[src/rtl/carry_skip_seq_adder_if.sv]
// carry_skip_seq_adder_if: operand/result valid-ready bundle; CSB_SEQ_OVERFLOW_EN adds an overflow flag.
interface carry_skip_seq_adder_if #(parameter int WIDTH = 16);
    logic             in_valid;
    logic             in_ready;
    logic [WIDTH-1:0] a;
    logic [WIDTH-1:0] b;
    logic             cin;
    logic             out_valid;
    logic             out_ready;
    logic [WIDTH-1:0] sum;
    logic             cout;
`ifdef CSB_SEQ_OVERFLOW_EN
    logic             overflow;
    modport master (output in_valid, a, b, cin, out_ready, input in_ready, out_valid, sum, cout, overflow);
    modport slave  (input in_valid, a, b, cin, out_ready, output in_ready, out_valid, sum, cout, overflow);
`else
    modport master (output in_valid, a, b, cin, out_ready, input in_ready, out_valid, sum, cout);
    modport slave  (input in_valid, a, b, cin, out_ready, output in_ready, out_valid, sum, cout);
`endif
endinterface

[src/rtl/carry_skip_seq_adder.sv]
// carry_skip_seq_adder: multi-cycle adder reusing one carry_skip_block per slice, LSB first.
// Define CSB_SEQ_OVERFLOW_EN to add a registered signed-overflow flag.
module carry_skip_block #(parameter int W = 4) (
    input  logic [W-1:0] a,
    input  logic [W-1:0] b,
    input  logic         cin,
    output logic [W-1:0] sum,
    output logic         cout,
    output logic         block_carry_out
);
    logic [W-1:0] p;
    logic [W:0]   c;
    always_comb begin
        p    = a ^ b;
        c    = '0;
        c[0] = cin;
        for (int i = 0; i < W; i++)
            c[i+1] = (a[i] & b[i]) | (p[i] & c[i]);
    end
    assign sum             = p ^ c[W-1:0];
    assign cout            = c[W];
    // All bits propagating lets the incoming carry bypass the ripple chain
    assign block_carry_out = (&p) ? cin : c[W];
endmodule

module carry_skip_seq_adder #(
    parameter int WIDTH       = 16,
    parameter int BLOCK_WIDTH = 4
) (
    input logic                 clk,
    input logic                 rst_n,
    carry_skip_seq_adder_if.slave bus
);
    localparam int NBLK = WIDTH / BLOCK_WIDTH;
    localparam int IW   = NBLK > 1 ? $clog2(NBLK) : 1;
    localparam logic [1:0] IDLE = 2'd0, RUN = 2'd1, DONE = 2'd2;

    if (WIDTH % BLOCK_WIDTH != 0 || WIDTH <= 0) begin : g_bad_width
        $error("carry_skip_seq_adder: WIDTH must be a positive multiple of BLOCK_WIDTH");
    end

    logic [1:0]             state;
    logic [WIDTH-1:0]       a_reg, b_reg, sum_reg;
    logic                   carry_reg, cout_reg;
    logic [IW-1:0]          idx;
    logic [BLOCK_WIDTH-1:0] a_sl, b_sl, blk_sum;
    logic                   blk_carry, unused_ripple_cout, last;

    assign a_sl = a_reg[idx*BLOCK_WIDTH +: BLOCK_WIDTH];
    assign b_sl = b_reg[idx*BLOCK_WIDTH +: BLOCK_WIDTH];
    assign last = idx == IW'(NBLK-1);

    carry_skip_block #(.W(BLOCK_WIDTH)) u_blk (
        .a(a_sl),
        .b(b_sl),
        .cin(carry_reg),
        .sum(blk_sum),
        .cout(unused_ripple_cout),
        .block_carry_out(blk_carry)
    );

`ifdef CSB_SEQ_OVERFLOW_EN
    logic ovf_reg;
    always_ff @(posedge clk or negedge rst_n) begin
        if (!rst_n)
            ovf_reg <= 1'b0;
        else if (state == RUN && last)
            ovf_reg <= (a_reg[WIDTH-1] ~^ b_reg[WIDTH-1]) & (blk_sum[BLOCK_WIDTH-1] ^ a_reg[WIDTH-1]);
    end
    assign bus.overflow = ovf_reg;
`endif

    always_ff @(posedge clk or negedge rst_n) begin
        if (!rst_n) begin
            state     <= IDLE;
            a_reg     <= '0;
            b_reg     <= '0;
            sum_reg   <= '0;
            carry_reg <= 1'b0;
            cout_reg  <= 1'b0;
            idx       <= '0;
        end else begin
            case (state)
                IDLE: if (bus.in_valid) begin
                    a_reg     <= bus.a;
                    b_reg     <= bus.b;
                    carry_reg <= bus.cin;
                    idx       <= '0;
                    sum_reg   <= '0;
                    state     <= RUN;
                end
                RUN: begin
                    sum_reg[idx*BLOCK_WIDTH +: BLOCK_WIDTH] <= blk_sum;
                    carry_reg <= blk_carry;
                    if (last) begin
                        cout_reg <= blk_carry;
                        state    <= DONE;
                    end else begin
                        idx <= idx + IW'(1);
                    end
                end
                DONE: if (bus.out_ready) state <= IDLE;
                default: state <= IDLE;
            endcase
        end
    end

    assign bus.in_ready  = state == IDLE;
    assign bus.out_valid = state == DONE;
    assign bus.sum       = sum_reg;
    assign bus.cout      = cout_reg;
endmodule

[src/flat_wrapper.sv]
// flat-port wrapper written by rule: the top's interface ports become plain ports
module carry_skip_seq_adder_flat 
#(
    parameter int WIDTH       = 16,
    parameter int BLOCK_WIDTH = 4
)
  (clk, rst_n, bus_in_valid, bus_a, bus_b, bus_cin, bus_out_ready, bus_in_ready, bus_out_valid, bus_sum, bus_cout);
  carry_skip_seq_adder_if #(.WIDTH(WIDTH)) bus_i ();
  input logic clk;
  input logic rst_n;
  input wire logic [$bits(bus_i.in_valid)-1:0] bus_in_valid;
  input wire logic [$bits(bus_i.a)-1:0] bus_a;
  input wire logic [$bits(bus_i.b)-1:0] bus_b;
  input wire logic [$bits(bus_i.cin)-1:0] bus_cin;
  input wire logic [$bits(bus_i.out_ready)-1:0] bus_out_ready;
  output wire logic [$bits(bus_i.in_ready)-1:0] bus_in_ready;
  output wire logic [$bits(bus_i.out_valid)-1:0] bus_out_valid;
  output wire logic [$bits(bus_i.sum)-1:0] bus_sum;
  output wire logic [$bits(bus_i.cout)-1:0] bus_cout;
  assign bus_i.in_valid = bus_in_valid;
  assign bus_i.a = bus_a;
  assign bus_i.b = bus_b;
  assign bus_i.cin = bus_cin;
  assign bus_i.out_ready = bus_out_ready;
  assign bus_in_ready = bus_i.in_ready;
  assign bus_out_valid = bus_i.out_valid;
  assign bus_sum = bus_i.sum;
  assign bus_cout = bus_i.cout;
  carry_skip_seq_adder #(.WIDTH(WIDTH), .BLOCK_WIDTH(BLOCK_WIDTH)) u_core (.clk(clk), .rst_n(rst_n), .bus(bus_i));
endmodule
[config.mk]
export PLATFORM = sky130hd
export DESIGN_NAME = carry_skip_seq_adder_flat
export DESIGN_NICKNAME = d
export VERILOG_FILES = /design/src/rtl/carry_skip_seq_adder_if.sv /design/src/rtl/carry_skip_seq_adder.sv /design/src/flat_wrapper.sv
export SDC_FILE = /design/constraint.sdc
export NUM_CORES = 1
export LEC_CHECK = 0
export ABC_AREA = 1
export BUFFER_PORTS_ARGS = -buffer_cell sky130_fd_sc_hd__buf_2
export CORE_UTILIZATION = 56
export CTS_CLUSTER_SIZE = 12
export DETAILED_ROUTE_END_ITERATION = 7
export PLACE_DENSITY = 0.86
export SYNTH_ARGS = -nofsm -noshare
export SYNTH_HDL_FRONTEND = slang
export SYNTH_SLANG_ARGS = --single-unit
[constraint.sdc]
create_clock -name clk -period 6.1 [get_ports clk]
set_clock_uncertainty 0.05 [all_clocks]
set_input_delay 1.22 -clock clk [delete_from_list [all_inputs] [get_ports clk]]
set_output_delay 1.22 -clock clk [all_outputs]
set_load 0.03 [all_outputs]
==> flow_summary.toml <==
[run_status]
outcome = "complete, no violations"

[synth]
ys_seq_area_share_pct = 50.9
syn_nets = 371
syn_avg_cell_area_sq_um = 8.25
ys_warn_count = 0
synth.largest_area_cell = "dfrtp_1"
synth_cells = 322
synthTopCellsByArea = "dfrtp_1, nand2_1, ha_1"
synth-seq-cells = 54
synthDistinctLibCells = 24
synth_top_area_share_pct = 50.9
syn_area_sq_um = 2660

[global_route]
overflow = 0
grt_pass1_wl_um = 9250
met1_usage_pct = 28.5
antenna_found_initial = 0
grtUsageTotal_pct = 23.7
grt_pass1_vias = 2119
met3_usage_pct = 4.70
busiest_layer = "met2"
use_met2_pct = 41.2
grt_max_degree = 55

[hold_path]
hold_class = "flop to flop"

[route]
drt-initial-drc-count = 132
drc = 0
routed_wl_um = 5430
ant_nets = 0
wire_per_inst_um = 12.7
routed_via_density = 5.14
vias = 2194
dr.pass1.iters = 7

[timing]
rsz0062_at_grt = "false"
period_share_pct = 56.7
fin_tns_setup_ns = 0
finalHoldViolations = 0
slew_violations = 0
worst_slack_ns = 2.64
period_minus_slack_ns = 3.46
setup-violations-final = 0
worst_pin_slew_ns = 0.767
max_slew_margin_pct = 48.9
fmax_mhz = 289

[clock_network]
ctsResizeCount = 0
clock_latency_ns = 0.30
cts_tree = "yes"
postCtsSetupBuffers = 0
ctsHoldBuffers = 0
htreeDepth = 2
cts_made_buffers = 5
clkSinkCount = 54
cts_root_buffer = "clkbuf_8"
cts_buffer_depth = 2
path_clk_slew_ns = 0.09

[critical_path]
cp-end-kind = "flop"
critical_path.max_fanout = 25
cp_data_arrival_time_ns = 3.64
cp_data_required_time_ns = 6.28
crit_type = "flop to flop"
startpoint_type = "flop"

[finish]
postLayoutCellArea_sq_um = 3040
antennaDiodeCount = 0
area_growth_pct = 14.4
layout-drive-gt1-share_pct = 20.0
final_cell_mix = "nand2_1, buf_2, dfrtp_1"
fillers = 379
instances_no_fill = 427
nets = 423
final_util_pct = 68.4
final_common_cell = "nand2_1"

[pwr]
power_density_nw_per_um2 = 560
p_int_w = 0.000923
sw_frac_of_total_pct = 45.8
p_sw_w = 0.000780
clkPwrFrac_pct = 13.6
pwr-share-seq_pct = 36.7
peakVddDrop_mv = 0.253
combPwrFrac_pct = 49.7
leakage_nw = 1.68

[floorplanning]
dieArea_sq_um = 5020
pin_count = 56
core_sq_um = 4440
die_x_um = 70.9
die_h_um = 70.9
row_count = 24
start_util_pct = 59.8

[placement]
dpl.cell_count = 419
place_area_sq_um = 2930
dp_slack_ns = 2.71
io_buffers = 55
hpwl_um = 3890
gp_congestion = 0.860

[run]
max_cap_violations = 0
-- routing by layer --
layer,up-vias,routed length (um)
li1,1105,-
met1,994,2360
met2,80,2710
met3,15,214
met4,0,148
met5,-,0
-- power by group through the flow --
stage               combinational, W  clock (W)  sequential, W
floorplan                   0.000627          0       0.000638
global placement            0.000814          0       0.000625
global route                0.000973   0.000249       0.000640
CTS                         0.000849   0.000236       0.000623
finish                      0.000846   0.000232       0.000625
detailed placement          0.000842          0       0.000629
-- cells in the mapped netlist --
library cell	number
inv_4	1
buf_4	2
nand2_4	2
nand3_1	18
clkinv_1	1
nor2_4	2
dfrtp_1	54
buf_2	7
ha_1	8
inv_1	18
o21ai_0	18
o21ai_1	6
a21oi_2	1
nor2_2	2
nand2_1	149
nand3b_1	2
buf_6	2
fa_1	4
nor2_1	15
nor3_2	1
inv_2	2
o21ai_2	2
o22ai_1	4
o31ai_1	1
-- critical path, stage by stage (launching register included) --
cell and delay, ns:
dfrtp_1 0.85, inv_2 0.31, o21ai_0 0.23, o22ai_1 0.13, fa_1 0.39, inv_1 0.07
fa_1 0.18, fa_1 0.17, inv_1 0.05, fa_1 0.50, inv_1 0.05, nor2_1 0.12
nand2_1 0.08, o21ai_0 0.19
-- cell type report --
cell class | count | area, sq um | area share [%]
flip-flops and latches | 54 | 1350 | 44.5
multi-input cells | 235 | 1150 | 37.8
repair buffers | 56 | 283 | 9.31
inverters | 22 | 85.1 | 2.80
clock buffers | 7 | 76.3 | 2.51
well taps | 52 | 65.1 | 2.14
clock inverters | 1 | 30.0 | 0.988
-- kinds of logic (layout without fill, tap and decap cells) --
kind of cell	after synthesis	count (layout)	share of synthesized area, %
AOI/OAI and AO/OA	32	32	6.74
and+or+nand+nor	191	191	29.7
buffers and inverters	33	86	5.93
DFF	54	54	50.9
adders and majority gates	12	12	6.78
-- path summary, 6_finish.rpt --
path | depth (start not counted) | startpoint | endpoint | slack, ns
setup / recovery | 13 | u_core.idx[0]$_DFFE_PN0P_ | u_core.bus.sum[7]$_DFFE_PN0P_ | 2.64
hold / removal | 2 | u_core.bus.sum[8]$_DFFE_PN0P_ | u_core.bus.sum[8]$_DFFE_PN0P_ | 0.42
setup reg to reg | 13 | u_core.idx[0]$_DFFE_PN0P_ | u_core.bus.sum[7]$_DFFE_PN0P_ | 2.64
hold reg to reg | 2 | u_core.bus.sum[8]$_DFFE_PN0P_ | u_core.bus.sum[8]$_DFFE_PN0P_ | 0.42
max in group asynchronous | 2 | rst_n | u_core.b_reg[1]$_DFFE_PN0P_ | 4.57
min in group asynchronous | 2 | rst_n | u_core.state[1]$_DFFE_PN0P_ | 0.97
-- metrics by stage --
step | hold WS (ns) | power, W
after floorplan | 0.394 | 0.00127
after global placement | 0.399 | 0.00144
after detailed placement | 0.404 | 0.00147
after CTS | 0.425 | 0.00171
after global routing | 0.443 | 0.00186
final | 0.419 | 0.00170
Note: power is estimated with default switching activity, not from simulation.
